File: config.mk
export PLATFORM = sky130hd
export DESIGN_NAME = wb_regfile
export DESIGN_NICKNAME = d
export VERILOG_FILES = /design/src/rtl/wb_regfile.sv
export SDC_FILE = /design/constraint.sdc
export NUM_CORES = 2
export LEC_CHECK = 0
export CAP_MARGIN = 10
export CORE_ASPECT_RATIO = 1.25
export CORE_MARGIN = 3
export CORE_UTILIZATION = 57
export CTS_CLUSTER_DIAMETER = 200
export DETAILED_ROUTE_END_ITERATION = 10
export PLACE_DENSITY = 0.75
export RECOVER_POWER = 100
export SKIP_CTS_REPAIR_TIMING = 1
export SYNTH_ARGS = -nofsm -noshare
export SYNTH_HDL_FRONTEND = slang
export SYNTH_SLANG_ARGS = --single-unit
export TNS_END_PERCENT = 1
File: constraint.sdc
create_clock -name clk_in -period 7.9 [get_ports clk_in]
set_input_delay 1.58 -clock clk_in [delete_from_list [all_inputs] [get_ports clk_in]]
set_output_delay 1.58 -clock clk_in [all_outputs]
set_load 0.02 [all_outputs]
File: src/rtl/wb_regfile.sv
// Write-back register, 32x32 integer register file and busy scoreboard for the RV32I core.
// Optional operand bypass from the write-back register: define WB_BYPASS_EN.
module wb_regfile (
    input  logic        clk_in,
    input  logic        rst_in,
    input  logic        stall_in,
    input  logic        rdE_in,
    input  logic [4:0]  rdIdx_in,
    input  logic [31:0] rdData_in,
    input  logic        rs1E_in,
    input  logic        rs2E_in,
    input  logic [4:0]  rs1Idx_in,
    input  logic [4:0]  rs2Idx_in,
    output logic [31:0] rs1Data_out,
    output logic [31:0] rs2Data_out,
    input  logic        issueE_in,
    input  logic [4:0]  issueIdx_in,
    output logic        hazard_out,
    output logic        wbE_out,
    output logic [4:0]  wbIdx_out,
    output logic [31:0] wbData_out
);

    localparam int DATA_W = 32;
    localparam int IDX_W  = 5;
    localparam int NREG   = 32;

`ifdef WB_BYPASS_EN
    localparam bit BYPASS = 1'b1;
`else
    localparam bit BYPASS = 1'b0;
`endif

    logic              wb_vld_p1;
    logic [IDX_W-1:0]  wb_idx_p1;
    logic [DATA_W-1:0] wb_data_p1;
    logic [DATA_W-1:0] regs [NREG];
    logic [NREG-1:1]   busy_q;
    logic [NREG-1:0]   busy_vec;
    logic              commit;
    logic              rs1_fwd;
    logic              rs2_fwd;
    logic              raw1;
    logic              raw2;
    logic              waw;
    logic              issue_ok;

    function automatic logic fwd_match(input logic vld, input logic [IDX_W-1:0] wb_idx,
                                       input logic [IDX_W-1:0] idx);
        return BYPASS && vld && (wb_idx == idx);
    endfunction

    function automatic logic [DATA_W-1:0] read_port(input logic en, input logic [IDX_W-1:0] idx,
                                                    input logic fwd, input logic [DATA_W-1:0] wb_data,
                                                    input logic [DATA_W-1:0] arr_data);
        if (!en || idx == '0)
            return '0;
        else if (fwd)
            return wb_data;
        else
            return arr_data;
    endfunction

    assign busy_vec = {busy_q, 1'b0};
    assign commit   = wb_vld_p1 && !stall_in;

    // Stage p1: write-back register, loaded from the upstream result triple
    always_ff @(posedge clk_in or negedge rst_in) begin
        if (!rst_in) begin
            wb_vld_p1  <= 1'b0;
            wb_idx_p1  <= '0;
            wb_data_p1 <= '0;
        end else if (!stall_in) begin
            wb_vld_p1  <= rdE_in && (rdIdx_in != '0);
            wb_idx_p1  <= rdIdx_in;
            wb_data_p1 <= rdData_in;
        end
    end

    // Stage p2: commit into the register array
    always_ff @(posedge clk_in or negedge rst_in) begin
        if (!rst_in) begin
            for (int i = 0; i < NREG; i++)
                regs[i] <= '0;
        end else if (commit && wb_idx_p1 != '0) begin
            regs[wb_idx_p1] <= wb_data_p1;
        end
    end

    // A set from a new issue outranks a clear from a same-index commit
    always_ff @(posedge clk_in or negedge rst_in) begin
        if (!rst_in) begin
            busy_q <= '0;
        end else begin
            for (int i = 1; i < NREG; i++) begin
                if (issue_ok && issueIdx_in == IDX_W'(i))
                    busy_q[i] <= 1'b1;
                else if (commit && wb_idx_p1 == IDX_W'(i))
                    busy_q[i] <= 1'b0;
            end
        end
    end

    always_comb begin
        rs1_fwd     = fwd_match(wb_vld_p1, wb_idx_p1, rs1Idx_in);
        rs2_fwd     = fwd_match(wb_vld_p1, wb_idx_p1, rs2Idx_in);
        rs1Data_out = read_port(rs1E_in, rs1Idx_in, rs1_fwd, wb_data_p1, regs[rs1Idx_in]);
        rs2Data_out = read_port(rs2E_in, rs2Idx_in, rs2_fwd, wb_data_p1, regs[rs2Idx_in]);
        raw1        = rs1E_in && (rs1Idx_in != '0) && busy_vec[rs1Idx_in] && !rs1_fwd;
        raw2        = rs2E_in && (rs2Idx_in != '0) && busy_vec[rs2Idx_in] && !rs2_fwd;
        waw         = issueE_in && busy_vec[issueIdx_in] &&
                      !(commit && wb_idx_p1 == issueIdx_in);
        hazard_out  = raw1 || raw2 || waw;
        issue_ok    = issueE_in && (issueIdx_in != '0) && !hazard_out;
    end

    assign wbE_out    = wb_vld_p1;
    assign wbIdx_out  = wb_idx_p1;
    assign wbData_out = wb_data_p1;

endmodule

# ---- After elaboration in Yosys (flattened, before gate mapping)
# Index checks and enable logic that the tools add are counted.
dict set report word_totals {
  register_bits 1093
  inputBits 59
  output_inout_bits 103
  wordCells 340
}
dict set report op_classes {
  muxes 79
  bitwise_logic 3
  n_reduce_logical 122
  order_cmp 7
  eq_ne 63
}
# operator count
set op_table {}
lappend op_table {{bitwise mux 1024 bit} 1}
lappend op_table {{binary-select mux 32 bit (select 5 bit)} 2}
lappend op_table {{two-way mux 32 bit} 7}
lappend op_table {{demux 32 bit (select 5 bit)} 1}
lappend op_table {{equality test 5 bit, second input constant} 32}
lappend op_table {{equality test 5 x 4 -> 1 bit, second input constant} 16}
lappend op_table {{logical AND 1 bit} 75}
lappend op_table {{two-way mux 1 bit} 65}
lappend op_table {{nonzero test 2 bit} 31}
lappend op_table {{equality test 5 x 3 -> 1 bit, second input constant} 8}
lappend op_table {{nonzero test 5 bit} 5}
lappend op_table {{equality test 5 x 2 -> 1 bit, second input constant} 4}
lappend op_table {{greater-or-equal comparator 6 bit, second input constant} 3}
lappend op_table {{less-than comparator 5 x 6 -> 1 bit, second input constant} 3}
lappend op_table {{NOT 5 -> 6 bit} 3}
lappend op_table {{binary-select mux 1 bit (select 5 bit)} 3}
lappend op_table {{equality test 5 x 1 -> 1 bit, second input constant} 2}
lappend op_table {{zero test 5 bit} 2}
lappend op_table {{less-than comparator 6 x 1 -> 1 bit, second input constant} 1}
lappend op_table {{equality test 5 bit} 1}
lappend op_table {{zero test 1 bit} 5}
lappend op_table {{logical OR 1 bit} 4}

# ---- Logic depth before layout (Yosys ltp)
dict set report depth {
  depth_word 10
  ltp_mapped 8
  ltp_nobuf 5
}

# ---- Least setup slack after synthesis
# Ideal clock, no wire load.
dict set report synth_path {
  path_type {in2out}
  startpoint {input port rs1Idx_in[1]}
  endpoint {output port rs1Data_out[13]}
  t_required_ps 6320
  stages 8
  slack_ps 2662
  arrival_time_ps 3658
  path_buffers 4
  path_cell_list {buf_2 -> buf_2 -> clkbuf_1 -> clkbuf_1 -> mux4_2 -> mux4_2 -> mux2i_1 -> nor2_1}
}
dict set report synth_via {
  elab_chain_len 5
  word_cells_on_any_way 7
  classes_between {mux (4); bitwise (1); reduce/logical (2)}
}
# item line
set synth_rtl {}
lappend synth_rtl {{start: declaration} 12} ;# input logic [4:0] rs1Idx_in,
lappend synth_rtl {{NOT 5 -> 6 bit (implied by the code)} 107} ;# rs1Data_out = read_port(rs1E_in, rs1Idx_in, rs1_fwd, wb_data_p1, regs[rs1Idx_in]);
lappend synth_rtl {{binary-select mux 32 bit (select 5 bit)} 107}
lappend synth_rtl {{two-way mux 32 bit (implied by the code) (2 in series)} 107}
lappend synth_rtl {{two-way mux 32 bit *} 56} ;# if (!en || idx == '0)
lappend synth_rtl {{end: declaration} 14} ;# output logic [31:0] rs1Data_out,
# Mark *: on every way between the ends. The rest lies on a longest branch, timed or not. The select of a mux whose other input is x is not followed.

# ---- Final worst setup path
dict set report layout_path {
  startpoint {input port rs2Idx_in[1]}
  endpoint {output port rs2Data_out[7]}
}
dict set report layout_via {
  elab_chain_len 5
  word_cells_on_any_way 7
  classes_between {mux (4); bitwise (1); reduce/logical (2)}
}
# item line
set layout_rtl {}
lappend layout_rtl {{start: declaration} 13} ;# input logic [4:0] rs2Idx_in,
lappend layout_rtl {{NOT 5 -> 6 bit (implied by the code)} 108} ;# rs2Data_out = read_port(rs2E_in, rs2Idx_in, rs2_fwd, wb_data_p1, regs[rs2Idx_in]);
lappend layout_rtl {{binary-select mux 32 bit (select 5 bit)} 108}
lappend layout_rtl {{two-way mux 32 bit (implied by the code) (2 in series)} 108}
lappend layout_rtl {{two-way mux 32 bit *} 56}
lappend layout_rtl {{end: declaration} 15} ;# output logic [31:0] rs2Data_out,
# Marked as above.

==> results list <==
* Most repeated cell in the gate-level netlist after synthesis: dfrtp_1
- Arrival time reported for the critical path endpoint: around 5.7 ns
- The die is around 290 µm wide.
* TritonCTS clock tree: yes
- Tightest Pin Transition: approximately 4.8 ns
- For this run the aggregate overflow at the end of global routing stands at 0.
* Fraction of registers with async set/reset: 100%
- F_max: ~140 MHz
- The startpoint identified for the worst register-to-register timing path is wbIdx_out[0]$_DFFE_PN0N_.
* Kind of launch point of the worst setup path: primary input
- The first detailed-routing pass took 5 iterations.
* Flops & latches, synth: between 1000 and 1500
- Number of global-route vias before repair: 37757
- Summing the areas of all and, or, nand and nor instances in the mapped netlist gives between 1 and 1.5% of the synthesized area.
- The first routing iteration left a little under 4000 violations.
* Syn Nets: 3589
- Antenna violations before repair: 6
- Number of maximum-capacitance violations: 38
- Count of pins over their slew limit: ~1700
- The routed layout has approximately 35000 vias.
- A synthesized cell averages about 16 µm².
* Post-route DRC: 0
- The critical path is of the primary input to output pin type.
- In this design, the stage delay of the slowest critical-path cell is roughly 1.2 ns.
- Gate count of the mapped netlist: 3530
- Outcome: finished, violations left
- Headroom to the max-slew limit came out at -219%.
- Die outline area: about 110000 µm²
- Most used standard cells in the synthesized netlist: 1093 x dfrtp_1, 1032 x mux2_2, 658 x mux4_2, 274 x clkbuf_1, 83 x buf_2
- Crit-path max FO: 85
* First-pass GRT wire length: around 250000 µm
* Global placer's final weighted congestion: roughly 0.84
* Flip-flop cell with the highest count after synthesis: dfrtp_1
* Cell chosen for the clock root: clkbuf_16
- Setup crit start: rs2Idx_in[1]
- Type of the worst min-delay path: flip-flop to flip-flop
- Total power divided by cell area: 258 nW/µm²
- Final hold violations: 0
- After clock tree synthesis, the clock-pin slew on the worst setup and hold paths is 0.06 ns.
* Final ANT Viol Nets: 0
- Global routing consumed, over all layers together, 32.6% of the routing resources.
* Complex-gate fraction of the synthesized area: less than 1%
* Netlist area before placement: just under 60000 µm²
* Critical Path, Cell by Cell: clkbuf_4 > buf_4 > mux4_2 > mux4_2 > mux2i_1 > nor2_1 > dlygate4sd3_1
* Area Growth Syn to Fin: 10.8%
- Count of unique library cells instantiated by Yosys: 44
- Largest cells by area after synthesis: dfrtp_1 47%, mux4_2 26%, mux2_2 20%
- In this run the standard cell core region covers approximately 100000 µm².
- Setup violations remaining at the end of the flow were counted as 0.
* Die height: roughly 360 µm
- In the final timing run, aggregate negative setup slack is 0 ns.
- Once the floorplan was initialized, standard cells occupied 57.9% of the core.
* Final worst path period share: between 90 and 100%
- The slowest stage of the critical path is the clkbuf_4 cell.
- Number of sinks handled by clock tree synthesis: ~1100
- Summing the areas of all xor and xnor instances in the mapped netlist gives less than 1% of the synthesized area.
- Failing checks: max-capacitance violations, max-slew violations
- Setup slack of the critical path after layout: about 0.67 ns
- After synthesis, the largest family of logic cells by area is multiplexers.
* Cell type contributing the most total cell area after synthesis: dfrtp_1
- Worst supply voltage drop on vdd: approximately 180 µV
- Sequential elements use between 40% and 50% of the synthesized area.
- Share of cell area taken by muxes after synthesis: a little under half
- In this run the core area contains 129 standard-cell rows.
* Cell repeated most along the worst path: mux4_2
* Leakage power: 0.0283 µW
- The clock tree synthesis step divided the H-tree into 3 levels.
- Number of enable flip-flop cells after synthesis: 0
- The routed design has 169000 µm of wire.
- Clock network latency to the later pin of the worst-skew pair: 0.71 ns
- During I/O placement, the number of pins put on the boundary was between 150 and 200.
* Fraction of layout cells with a size suffix above 1: around 55%
- Post-placement setup slack: about 1.3 ns
* Final net count: between 3000 and 4000
* Worst setup EP type: output pin
* Detail Placement HPWL: roughly 95000 µm
- Antenna fix cells: 0
- DR vias/cell: ~7.2
* Largest net degree at the start of global routing: 194
* Time the final worst path needs with I/O delays and setup: between 7 and 8 ns
* Buffers from clock root to sink, at most: 3
* Number of warning messages in the yosys log: 0
- Input and output buffers added on the ports amount to 161.
- Dividing the detail-routed wire length by the instance count gives about 35 µm.
* RSZ-0062 raised after global routing: false
- Area share of the leading cell type in the synthesized netlist: a little under half
* Launch instance of the worst min-delay path: regs[1023]$_DFFE_PN0P_
- Worst endpoint required time: between 6 and 7 ns
- The clock arrives with ~0.028 ns of skew.
- The synthesized netlist devotes 0% of its cell area to adder and majority cells.
* Total CTS buffers: 110
## flip-flops by register name, indices dropped and copies added (netlist names)
| name | cells |
|---|---|
| wbE_out | 1 |
| busy_q | 31 |
| wbIdx_out | 5 |
| regs | 1024 |
| wbData_out | 32 |
## worst paths after layout
kind | to | slack [ns] | cells after the start
hold / removal | regs[1023]$_DFFE_PN0P_ | 0.40 | 0
hold reg to reg | regs[1023]$_DFFE_PN0P_ | 0.40 | 0
min in group asynchronous | regs[329]$_DFFE_PN0P_ | 0.88 | 1
setup / recovery | rs2Data_out[7] | 0.67 | 7
max in group asynchronous | regs[148]$_DFFE_PN0P_ | 1.76 | 2
setup reg to reg | regs[65]$_DFFE_PN0P_ | 2.49 | 5
## through the flow
| stage | std cells | hold WS [ns] | util, % | cell area [µm²] | power, µW |
|---|---|---|---|---|---|
| floorplan | 3530 | 0.441 | - | 57600 | 9840 |
| detailed placement | 4672 | 0.384 | 60.6 | 60300 | 11000 |
| global placement | 4672 | 0.376 | 60.6 | 60300 | 10700 |
| CTS | 4881 | 0.398 | 64.5 | 64200 | 16500 |
| global route | 4881 | 0.410 | 64.1 | 63900 | 17100 |
| finish | 4881 | 0.399 | 64.1 | 63900 | 16500 |
## per-layer routing
layer,part of all wire (%),track usage [%],wire length [µm],vias up
met1,39,45.8,66000,19301
met2,47,50.7,79900,1937
li1,-,-,-,13626
met3,9.3,6.53,15700,416
met4,4.3,13.3,7320,2
met5,0.0041,0,7,-
## cell usage in the layout (no fill, tap or decap), types with 13 or more instances in the layout
cell type        instances
dlygate4sd3_1           72
bufinv_16               14
clkbuf_1                38
mux2i_1                 78
buf_4                   30
o21ai_0                 14
clkbuf_16              113
o41ai_1                 22
clkbuf_2                29
nor2_1                  78
mux2_2                1027
clkbuf_8                24
buf_12                  13
mux4_2                 658
dfrtp_1               1093
nand2_1                 35
clkinv_2                31
clkdlybuf4s50_1         79
## area by class of cell
type | count | area, µm²
multi-input combinational | 2017 | 28700
fill | 6846 | 35700
timing repair buffer | 247 | 2290
tap | 1310 | 1640
inverter | 5 | 23.8
clock buffer | 158 | 3240
sequential | 1093 | 27400
clock inverter | 51 | 639
## worst max-delay path: cells and delay by family
family                 cells  cell delay, ns
AND/OR/NAND/NOR            1            0.12
buffers and inverters      3            2.49
multiplexers               3            1.37
## cell families (layout without fill, tap and decap cells)
logic type / after synthesis / count (layout)
compound gates: 61 / 61
mux: 1768 / 1768
flops: 1093 / 1093
xor+xnor: 5 / 5
simple gates: 183 / 183
buf+inv: 420 / 461
## where the power goes
group          leakage [µW]  internal [µW]  switching (µW)
registers            0.0146           6640             953
clock network       0.00193           3300            2280
logic                0.0118           2070            1220
total                0.0283          12000            4460
Note: power is estimated with default switching activity, not from simulation.
